`src/rtl/m_ctrl_fsm.sv`:
```
// m_ctrl_fsm -- multicycle Moore control unit for the M_datapath MIPS core.
//
// Sequences fetch / decode / execute / memory / write-back for a fixed MIPS
// subset and drives every datapath control each cycle. Fetch, load and store
// wait on MIO_ready from the memory/IO bus.
//
// Ports
//   clk, reset        rising-edge clock, synchronous active-high reset
//   MIO_ready         bus transfer completes this cycle
//   OP, Func          IR[31:26], IR[5:0]
//   zero              ALU zero flag (branch gating lives in the datapath)
//   MemRead/MemWrite  bus request strobes
//   IorD, IRWrite, RegWrite, ALUSrcA, PCWrite, PCWriteCond, Branch
//                     1-bit datapath controls
//   RegDst, MemtoReg, ALUSrcB, PCSource
//                     2-bit datapath mux selects
//   ALU_operation     4-bit ALU op code
//   state             current state (debug)
//   illegal           high while in ERR
module m_ctrl_fsm (
    input  logic       clk,
    input  logic       reset,
    input  logic       MIO_ready,
    input  logic [5:0] OP,
    input  logic [5:0] Func,
    input  logic       zero,
    output logic       MemRead,
    output logic       MemWrite,
    output logic       IorD,
    output logic       IRWrite,
    output logic       RegWrite,
    output logic       ALUSrcA,
    output logic       PCWrite,
    output logic       PCWriteCond,
    output logic       Branch,
    output logic [1:0] RegDst,
    output logic [1:0] MemtoReg,
    output logic [1:0] ALUSrcB,
    output logic [1:0] PCSource,
    output logic [3:0] ALU_operation,
    output logic [3:0] state,
    output logic       illegal
);

    typedef enum logic [3:0] {
        S_IF   = 4'd0,  S_ID  = 4'd1,  S_MADR = 4'd2,  S_MRD = 4'd3,
        S_LWB  = 4'd4,  S_MWR = 4'd5,  S_REX  = 4'd6,  S_RWB = 4'd7,
        S_IEX  = 4'd8,  S_IWB = 4'd9,  S_BEQ  = 4'd10, S_J   = 4'd11,
        S_JAL  = 4'd12, S_JR  = 4'd13, S_LUI  = 4'd14, S_ERR = 4'd15
    } state_t;

    localparam logic [3:0] ALU_AND = 4'b0000, ALU_OR  = 4'b0001,
                           ALU_ADD = 4'b0010, ALU_XOR = 4'b0011,
                           ALU_NOR = 4'b0100, ALU_SRL = 4'b0101,
                           ALU_SUB = 4'b0110, ALU_SLT = 4'b0111,
                           ALU_SLL = 4'b1000;

    state_t cur, nxt;

    // zero is informational only; the datapath does the branch gating.
    logic unused_zero;
    assign unused_zero = zero;

    // R-type function decode: valid flag plus ALU op.
    logic       r_ok;
    logic [3:0] r_alu;
    always_comb begin
        r_ok  = 1'b1;
        r_alu = ALU_ADD;
        case (Func)
            6'b100000: r_alu = ALU_ADD;
            6'b100010: r_alu = ALU_SUB;
            6'b100100: r_alu = ALU_AND;
            6'b100101: r_alu = ALU_OR;
            6'b100110: r_alu = ALU_XOR;
            6'b100111: r_alu = ALU_NOR;
            6'b101010: r_alu = ALU_SLT;
            6'b000010: r_alu = ALU_SRL;
            6'b000000: r_alu = ALU_SLL;
            default:   r_ok  = 1'b0;
        endcase
    end

    // I-type ALU opcode decode.
    logic       i_ok;
    logic [3:0] i_alu;
    always_comb begin
        i_ok  = 1'b1;
        i_alu = ALU_ADD;
        case (OP)
            6'b001000: i_alu = ALU_ADD;
            6'b001010: i_alu = ALU_SLT;
            6'b001100: i_alu = ALU_AND;
            6'b001101: i_alu = ALU_OR;
            6'b001110: i_alu = ALU_XOR;
            default:   i_ok  = 1'b0;
        endcase
    end

    // State register
    always_ff @(posedge clk) begin
        if (reset) cur <= S_IF;
        else       cur <= nxt;
    end

    // Next-state logic
    always_comb begin
        nxt = cur;
        case (cur)
            S_IF:   nxt = MIO_ready ? S_ID : S_IF;
            S_ID: begin
                case (OP)
                    6'b000000: begin
                        if (Func == 6'b001000) nxt = S_JR;
                        else if (r_ok)         nxt = S_REX;
                        else                   nxt = S_ERR;
                    end
                    6'b100011, 6'b101011: nxt = S_MADR;
                    6'b000100:            nxt = S_BEQ;
                    6'b000010:            nxt = S_J;
                    6'b000011:            nxt = S_JAL;
                    6'b001111:            nxt = S_LUI;
                    default:              nxt = i_ok ? S_IEX : S_ERR;
                endcase
            end
            S_MADR: nxt = (OP == 6'b101011) ? S_MWR : S_MRD;
            S_MRD:  nxt = MIO_ready ? S_LWB : S_MRD;
            S_MWR:  nxt = MIO_ready ? S_IF  : S_MWR;
            S_REX:  nxt = S_RWB;
            S_IEX:  nxt = S_IWB;
            S_ERR:  nxt = S_ERR;
            default: nxt = S_IF;  // LWB, RWB, IWB, BEQ, J, JAL, JR, LUI
        endcase
    end

    // Output logic
    always_comb begin
        MemRead       = 1'b0;
        MemWrite      = 1'b0;
        IorD          = 1'b0;
        IRWrite       = 1'b0;
        RegWrite      = 1'b0;
        ALUSrcA       = 1'b0;
        PCWrite       = 1'b0;
        PCWriteCond   = 1'b0;
        Branch        = 1'b0;
        RegDst        = 2'b00;
        MemtoReg      = 2'b00;
        ALUSrcB       = 2'b00;
        PCSource      = 2'b00;
        ALU_operation = ALU_AND;
        illegal       = 1'b0;
        case (cur)
            S_IF: begin
                MemRead       = 1'b1;
                ALUSrcB       = 2'b01;
                ALU_operation = ALU_ADD;
                PCWrite       = 1'b1;
                IRWrite       = MIO_ready;
            end
            S_ID: begin
                ALUSrcB       = 2'b11;
                ALU_operation = ALU_ADD;
            end
            // MRD/MWR keep the MADR ALU setup so ALUout (reloaded every
            // cycle) still holds the address across bus waits.
            S_MADR, S_MRD, S_MWR: begin
                ALUSrcA       = 1'b1;
                ALUSrcB       = 2'b10;
                ALU_operation = ALU_ADD;
                MemRead       = (cur == S_MRD);
                MemWrite      = (cur == S_MWR);
                IorD          = (cur != S_MADR);
            end
            S_LWB: begin
                MemtoReg = 2'b01;
                RegWrite = 1'b1;
            end
            S_REX: begin
                ALUSrcA       = 1'b1;
                ALU_operation = r_alu;
            end
            S_RWB: begin
                RegDst   = 2'b01;
                RegWrite = 1'b1;
            end
            S_IEX: begin
                ALUSrcA       = 1'b1;
                ALUSrcB       = 2'b10;
                ALU_operation = i_alu;
            end
            S_IWB:  RegWrite = 1'b1;
            S_BEQ: begin
                ALUSrcA       = 1'b1;
                ALU_operation = ALU_SUB;
                PCSource      = 2'b01;
                PCWriteCond   = 1'b1;
                Branch        = 1'b1;
            end
            S_J: begin
                PCSource = 2'b10;
                PCWrite  = 1'b1;
            end
            // PC was already advanced in IF, so writing PC gives the link.
            S_JAL: begin
                PCSource = 2'b10;
                PCWrite  = 1'b1;
                RegDst   = 2'b10;
                MemtoReg = 2'b11;
                RegWrite = 1'b1;
            end
            S_JR: begin
                ALUSrcA       = 1'b1;
                ALU_operation = ALU_ADD;
                PCWrite       = 1'b1;
            end
            S_LUI: begin
                MemtoReg = 2'b10;
                RegWrite = 1'b1;
            end
            S_ERR:  illegal = 1'b1;
            default: ;
        endcase
        // Drop any state-changing strobe while reset is held.
        if (reset) begin
            MemRead     = 1'b0;
            MemWrite    = 1'b0;
            IRWrite     = 1'b0;
            PCWrite     = 1'b0;
            PCWriteCond = 1'b0;
            RegWrite    = 1'b0;
        end
    end

    assign state = cur;

endmodule

```
`config.mk`:
```
export PLATFORM = sky130hd
export DESIGN_NAME = m_ctrl_fsm
export DESIGN_NICKNAME = d
export VERILOG_FILES = /design/src/rtl/m_ctrl_fsm.sv
export SDC_FILE = /design/constraint.sdc
export NUM_CORES = 1
export LEC_CHECK = 0
export CAP_MARGIN = 20
export CORE_ASPECT_RATIO = 0.9
export CORE_MARGIN = 10
export CORE_UTILIZATION = 50
export CTS_CLUSTER_DIAMETER = 200
export DETAILED_ROUTE_END_ITERATION = 12
export DONT_BUFFER_PORTS = 1
export RECOVER_POWER = 100
export SLEW_MARGIN = 10
export SYNTH_ARGS = -nofsm -noshare
export SYNTH_HDL_FRONTEND = slang
export SYNTH_SLANG_ARGS = --single-unit
```
`constraint.sdc`:
```
create_clock -name clk -period 3.2 [get_ports clk]
set_input_delay 0.8 -clock clk [delete_from_list [all_inputs] [get_ports clk]]
set_output_delay 0.8 -clock clk [all_outputs]
set_load 0.03 [all_outputs]
```
Word-level counts from Yosys, hierarchy flattened
Index checks and enable logic that the tools add are counted.

operators by class
  reductions and logical operators = 13
  mux-type cells = 33
  equality and inequality tests = 36

operators by type and width
  cell                                                                   number
  4-bit case mux with 8 select lines                                     2
  6-bit equality test, second input constant                             9
  6-bit by 4-bit equality test with 1-bit output, second input constant  7
  4-bit equality test, second input constant                             8
  4-bit case mux with 6 select lines                                     1
  6-bit by 2-bit equality test with 1-bit output, second input constant  3
  1-bit 2-to-1 mux                                                       17
  4-bit by 3-bit equality test with 1-bit output, second input constant  4
  4-bit case mux with 4 select lines                                     1
  6-bit logical NOT                                                      2
  3-bit 2-to-1 mux                                                       4
  2-bit case mux with 3 select lines                                     2
  3-bit case mux with 4 select lines                                     1
  5-bit OR reduction                                                     2
  9-bit OR reduction                                                     1
  4-bit by 2-bit equality test with 1-bit output, second input constant  2
  4-bit 2-to-1 mux                                                       2
  2-bit case mux with 2 select lines                                     2
  4-bit OR reduction                                                     2
  7-bit OR reduction                                                     1
  6-bit by 3-bit equality test with 1-bit output, second input constant  1
  6-bit OR reduction                                                     1
  4-bit by 1-bit equality test with 1-bit output, second input constant  1
  4-bit logical NOT                                                      1
  other kinds (4)                                                        5

storage, ports and cells
  bits in registers = 4
  logic and storage cells = 83
  bits of input ports = 16

Longest topological paths before layout
Gate-level depths: netlist (run 1).

  depth in word-level cells = 7
  mapped depth = 7
  gate-level depth less buffers = 5

Worst setup path before layout (run 1)
OpenSTA, ideal clock, no wires.

  path type = input to output
  from = input OP[0]
  to = output ALU_operation[0]
  setup slack = 0.178 ns
  path buffers = 1
  stages = 3
  arrival = 2.222 ns
  cells stage by stage = clkbuf_1 > mux2_2 > o32ai_1

between the ends
  word-level cells in the longest chain between the ends = 3

RTL lines
  what                                            RTL line  RTL
  from (decl)                                     24        input logic [5:0] OP,
  6-bit by 4-bit equality test with 1-bit output  90        case (OP)
  3-bit case mux with 4 select lines (*)          90
  4-bit case mux with 4 select lines (*)          153       case (cur)
  to (decl)                                       40        output logic [3:0] ALU_operation,

Mark *: on every way between the ends. The rest lies on a longest branch, timed or not.

Worst setup path after layout (run 1)
  from = input Func[2]
  to = output ALU_operation[0]

between the ends
  word-level cells in the longest chain between the ends = 3

RTL lines
  what                                                                          RTL line  RTL
  from (decl)                                                                   25        input logic [5:0] Func,
  6-bit by 2-bit equality test with 1-bit output, or another cell as far along  70        case (Func)
  4-bit case mux with 8 select lines (*)                                        70
  4-bit case mux with 4 select lines (*)                                        153

Marks and branches as above.

==> key figures, run 1 <==
Power
  • LEAKAGE: approximately 0.00035 uW
  • Peak VDD IR: 0.0006379 V
  • P per Cell Area: approximately 820 nW/um^2

Detailed routing
  • Detail Route Antenna Nets: 0
  • Routed WL per cell: 16.91 um
  • Vias post-DR: around 1,200
  • Routed vias/inst: approximately 6.4
  • First-pass DRT Iterations: 5
  • Drt drc: 0
  • Initial DRC count: 93
  • Final wirelength: about 3100 um

Logic synthesis
  • Async set-reset flop share out of synthesis: 0%
  • Mapped Area: between 900 and 1000 um^2
  • Yosys warns: 0
  • Synthesized Nets: 168
  • EDFF count, synth: 0
  • Avg Inst Size Synth: 6.026 um^2
  • Sequential-to-total area share from yosys stat: around 8.7%
  • #FFs+latches synth: 4
  • Mapped Cells: around 150
  • Synth Flop Type: dfxtp_1
  • Distinct cells, synth: 44

Placement
  • Cells after DPL: between 150 and 200
  • I/O Buffers: 0
  • DP Wirelength: ~2400 um
  • GPL Wtd Cong: ~0.85

Worst hold path
  • Hold Crit Class: input pin to register

Global route
  • Initial antenna violation count: 0
  • Largest net degree at the start of global routing: 25
  • Tot GR Track Use: approximately 15%
  • First-pass GRT wire length: around 5000 um
  • Total global routing overflow: 0
  • Vias in the first global route: ~1,000

Floorplan
  • Die Area: approximately 3900 um^2
  • Die X: ~65 um
  • Core area: between 1500 and 2000 um^2
  • Initial core utilization: a little over half
  • # IOs: 42
  • Std-Cell Rows: 14
  • Die Span Y: about 61 um

Setup path
  • CP Launch Type: input pin
  • Slowest stage delay, CP: approximately 0.44 ns
  • Worst path slowest cell: or4_1
  • CP Capture Type: output port
  • Worst EP required: between 2 and 2.5 ns
  • Cells along the critical path: or2_1 -> nor2_1 -> a21oi_1 -> or4_1 -> o32ai_1 -> clkbuf_1
  • CP max FO: 7
  • CP arrival: ~2.2 ns
  • Setup CP Type: input pin to output port

STA
  • Final worst-path cycle share: between 90 and 100%
  • Final Hold Fails: 0
  • Final Max Tran Viols: 0
  • Clock skew: between 0.0015 and 0.002 ns
  • Tmin final: 2.973 ns
  • RSZ-0062 raised after global routing: false
  • Max Clock Freq: 336.3 MHz
  • Slew headroom: between 50% and 60%
  • Fin Setup TNS: 0 ns
  • Final setup fails: 0
  • Least-Margin Pin Slew: ~0.7 ns

Clock network
  • Max clock buf depth: 2
  • # clock sinks: 4
  • Root Buffer: clkbuf_4
  • # hold bufs at CTS: 0
  • CTS tree: yes
  • Num CTS Buffers: 3
  • Postcts setup bufs: 0
  • Clk Latency, worst-skew pair: ~0.23 ns
  • Number of H-tree levels: 1
  • Reg clk slew, reported paths: 0.03 ns
  • Post_cts resized: 0

Finish
  • Largest register FFs: 4
  • Net count, final: between 150 and 200
  • Layout cells sized above 1: 9.259%
  • Layout area overhead: 9.290%
  • Final non-filler cell total: around 190
  • # diodes: 0

Status
  • Outcome: completed

Job
  • Max_cap viols: 0
cell families after synthesis:
family	Yosys count	share of synthesized area [%]
mux	1	1.229
simple gates	80	44.26
xor+xnor	4	3.826
compound gates	48	35.11
flops	4	8.744
buf+inv	15	6.832
Yosys cell counts, types with 3 or more instances:
master	instances	area share (%)
o21ai_0	8	4.4
nand2_1	20	8.2
nand2b_1	7	4.8
a31oi_1	5	3.4
nor3_1	13	7.1
nor2_1	22	9.0
and3_1	3	2.0
a21oi_1	12	6.6
dfxtp_1	4	8.7
xor2_1	3	2.9
clkbuf_1	7	2.9
o21ai_1	3	1.6
worst max-delay path, delay by kind of cell:
| kind | cells | cell delay [ns] |
|---|---|---|
| compound gates | 2 | 0.19 |
| buf+inv | 1 | 0.35 |
| simple gates | 3 | 0.83 |
metal layers:
metal / wire length [um] / vias up / global-route usage [%]
met2: 1426 / 51 / 24.30
met5: 0 / - / 0
met4: 0 / 0 / 1.829
met1: 1434 / 552 / 21.00
met3: 285 / 0 / 3.867
li1: - / 588 / -
metrics by stage:
stage / hold WS (ns) / area, um^2 / util [%] / power, uW / setup slack, ns
2_1_floorplan: 0.8554 / 915.9 / - / 635.8 / 0.1778
3_3_place_gp: 0.8576 / 1033 / 60.82 / 792.3 / 0.3865
3_5_place_dp: 0.8780 / 1033 / 60.82 / 797.3 / 0.3638
4_1_cts: 0.6456 / 1056 / 62.15 / 859.7 / 0.3549
5_1_grt: 0.6445 / 1001 / 58.91 / 905.8 / 0.1574
6_report: 0.6539 / 1001 / 58.91 / 823.4 / 0.2268
area by class of cell:
type | instances | area, um^2
multi-input combinational | 133 | 767.0
fill | 190 | 698.2
sequential | 4 | 80.08
tap | 24 | 30.03
clock buffer | 3 | 22.52
timing repair buffer | 18 | 86.33
inverter | 4 | 15.01
where the power goes:
group	total, uW	leakage [uW]	switching [uW]	internal [uW]
logic	641	0.000302	461	180
clock network	58.4	0.0000138	16.7	41.7
registers	124	0.0000329	54.6	69.2
cell usage in the layout (no fill, tap or decap), types with 2 or more instances in the layout:
cell type	netlist	final
or3b_1	2	2
dfxtp_1	4	4
o22ai_1	2	2
xor2_1	3	3
o21ai_1	3	3
nand3_1	2	2
nor4_1	2	2
a21oi_1	12	12
nand2b_1	7	7
o21a_1	2	2
clkbuf_1	7	13
a211oi_1	2	2
clkbuf_4	0	3
nor2b_1	2	2
and3_1	3	3
a21o_1	2	2
a31oi_1	5	5
a32oi_1	2	2
nand2_1	20	20
o221ai_1	2	2
nor2_1	22	22
o21ai_0	8	8
nor3_1	13	13
buf_4	1	5
inv_1	2	3
worst paths after layout:
check	start	endpoint	slack, ns	cells past startpoint
worst max-delay path	Func[2]	ALU_operation[0]	0.23	6
worst min-delay path	reset	state[3]$_SDFF_PP0_	0.65	1
worst max register to register	state[3]$_SDFF_PP0_	state[3]$_SDFF_PP0_	1.19	5
worst min register to register	state[2]$_SDFF_PP0_	state[3]$_SDFF_PP0_	0.89	4
(Power assumes the default switching activity.)
==> run 2, diff against run 1 <==
--- a/config.mk
+++ b/config.mk
@@ -13,6 +13,7 @@
 export DETAILED_ROUTE_END_ITERATION = 12
 export DONT_BUFFER_PORTS = 1
 export RECOVER_POWER = 100
+export REMOVE_ABC_BUFFERS = 1
 export SLEW_MARGIN = 10
 export SYNTH_ARGS = -nofsm -noshare
 export SYNTH_HDL_FRONTEND = slang
==> run 2 against run 1 <==
Effect of this change: combinational power increased by 0.6%; clock power decreased by 0.7%; design area rose by 0.63%; critical endpoint unchanged; sequential share of layout area is essentially flat; first-iteration DRC count down 69%; die area is the same; worst setup slack worse by 0.0032 ns; register-to-register slack got worse by 0.02 ns; wire length fell by 3.7%; highest routed layer unchanged; non-clock buffer count stayed put; fmax decreased by 0.11%; clock-buffer cell count is the same.
==> key figures, run 2 (same netlist as run 1, synthesis figures left out) <==
Global route
  • First-pass GRT wire length: 4609 um (-9.1%)
  • Tot GR Track Use: 13.84% (-1.5 points)
  • Initial antenna violation count: 0 (unchanged)
  • Vias in the first global route: 967 (-4.8%)
  • Largest net degree at the start of global routing: 25 (unchanged)
  • Total global routing overflow: 0 (unchanged)

Setup path
  • CP Launch Type: input pin
  • Slowest stage delay, CP: 0.43 ns (about the same)
  • Cells along the critical path: or2_1 -> nor2_1 -> a21oi_1 -> or4_1 -> o32ai_1 -> clkbuf_1
  • Worst path slowest cell: or4_1
  • CP bufs+invs: 1 (unchanged)
  • Setup CP Type: input pin to output port
  • CP arrival: 2.18 ns (about the same)
  • Worst EP required: 2.40 ns (about the same)
  • CP delay by family, top: simple AND/OR/NAND/NOR gates
  • CP max FO: 7 (unchanged)
  • CP Capture Type: output port

Placement
  • DP Wirelength: 2327 um (-4.4%)
  • GPL Wtd Cong: 0.8579 (+1.5%)
  • Setup Slack @ Placement: 0.3687 ns (+0.004916 ns)
  • I/O Buffers: 0 (unchanged)

Finish
  • Most frequent cells in the layout: nor2_1 (22), nand2_1 (20), nor3_1 (13), clkbuf_1 (13), a21oi_1 (12)
  • # diodes: 0 (unchanged)
  • Largest register FFs: 4 (unchanged)
  • Net count, final: 180 (unchanged)
  • Most common cell after layout, fill and taps aside: nor2_1
  • Layout area overhead: 9.973%
  • Layout cells sized above 1: 9.877% (+0.62 points)

Clock network
  • # clock sinks: 4 (unchanged)
  • Number of H-tree levels: 1 (unchanged)
  • # hold bufs at CTS: 0 (unchanged)
  • Clk Latency, worst-skew pair: 0.22 ns (about the same)
  • Num CTS Buffers: 3 (unchanged)
  • Postcts setup bufs: 0 (unchanged)
  • Reg clk slew, reported paths: 0.03 ns (about the same)
  • Max clock buf depth: 2 (unchanged)
  • CTS tree: yes
  • Post_cts resized: 0 (unchanged)
  • Root Buffer: clkbuf_4

Floorplan
  • # IOs: 42 (unchanged)
  • Die Span Y: 60.61 um (unchanged)
  • Die Area: 3946 um^2 (unchanged)
  • Std-Cell Rows: 14 (unchanged)
  • Initial core utilization: 53.90% (unchanged)
  • Core area: 1699 um^2 (unchanged)
  • Die X: 65.12 um (unchanged)

Power
  • Peak VDD IR: 0.0006175 V (-3.2%)
  • Total Power: 822.2 uW (-0.15%)
  • P per Cell Area: 816.3 nW/um^2 (-0.77%)
  • LEAKAGE: 0.0003488 uW (about the same)

STA
  • Final worst-path cycle share: 93.01% (+0.099 points)
  • Tmin final: 2.976 ns (+0.003183 ns)
  • Hold WS: 0.6572 ns (+0.003269 ns)
  • Least-Margin Pin Slew: 0.7212 ns (+0.006031 ns)
  • Final Hold Fails: 0 (unchanged)
  • Clock skew: 0.0009254 ns (-0.001049 ns)
  • Fin Setup TNS: 0 ns (unchanged)
  • Fin worst setup slack: 0.2236 ns (-0.003183 ns)
  • RSZ-0062 raised after global routing: false
  • Final Max Tran Viols: 0 (unchanged)
  • Final setup fails: 0 (unchanged)
  • Max Clock Freq: 336.0 MHz (-0.11%)
  • Slew headroom: 52.13% (-0.40 points)

Worst hold path
  • Hold Crit Class: input pin to register

Detailed routing
  • Drt drc: 0 (unchanged)
  • Final wirelength: 3029 um (-3.7%)
  • Routed WL per cell: 16.28 um (-3.7%)
  • First-pass DRT Iterations: 4 (-1)
  • Vias post-DR: 1,157 (-2.9%)
  • Initial DRC count: 29 (-69%)
  • Detail Route Antenna Nets: 0 (unchanged)
  • Routed vias/inst: 6.220 (-2.9%)

Status
  • Outcome: completed

Job
  • Max_cap viols: 0 (unchanged)
==> run 2: cell counts in the layout (fill, tap and decap cells not counted) <==
Identical to the previous run, type by type.
==> run 2: area by class of cell <==
cell class	count	area, um^2
clock buffer	3	22.52
fill	195	691.9
inverter	4	15.01
multi-input combinational	133	773.2
sequential	4	80.08
tap	24	30.03
timing repair buffer	18	86.33
==> run 2: power by group <==
group          internal, uW  total (uW)  switching (uW)
Combinational           181         645             464
Clock                  41.6        58.0            16.4
Sequential             69.2         119            50.1
==> run 2: routing by layer <==
layer | up-vias | GRT usage, % | part of all wire [%]
met5 | - | 0 | 0
met3 | 0 | 2.578 | 8.7
met4 | 0 | 3.354 | 0
met1 | 525 | 18.17 | 44
li1 | 585 | - | -
met2 | 47 | 22.89 | 47
==> run 2: worst reg2reg max path, stage by stage (launching register included) <==
cell,delay [ns]
dfxtp_1,0.41
inv_1,0.25
nand2_1,0.24
nor2_1,0.53
o21ai_0,0.21
a211oi_1,0.30
==> run 2: through the flow <==
| stage | utilization [%] | cells | cell area (um^2) |
|---|---|---|---|
| after floorplan | - | 141 | 868.3 |
| after global placement | 60.82 | 183 | 1033 |
| after detailed placement | 60.82 | 183 | 1033 |
| after CTS | 62.15 | 186 | 1056 |
| after global routing | 59.28 | 186 | 1007 |
| final | 59.28 | 186 | 1007 |
==> run 2: path summary, 6_finish.rpt <==
path | from | depth (start not counted) | endpoint | slack, ns
setup / recovery | Func[2] | 6 | ALU_operation[0] | 0.22
hold / removal | reset | 1 | state[3]$_SDFF_PP0_ | 0.66
setup reg to reg | state[2]$_SDFF_PP0_ | 5 | state[3]$_SDFF_PP0_ | 1.17
hold reg to reg | state[2]$_SDFF_PP0_ | 2 | state[0]$_SDFF_PP0_ | 0.74
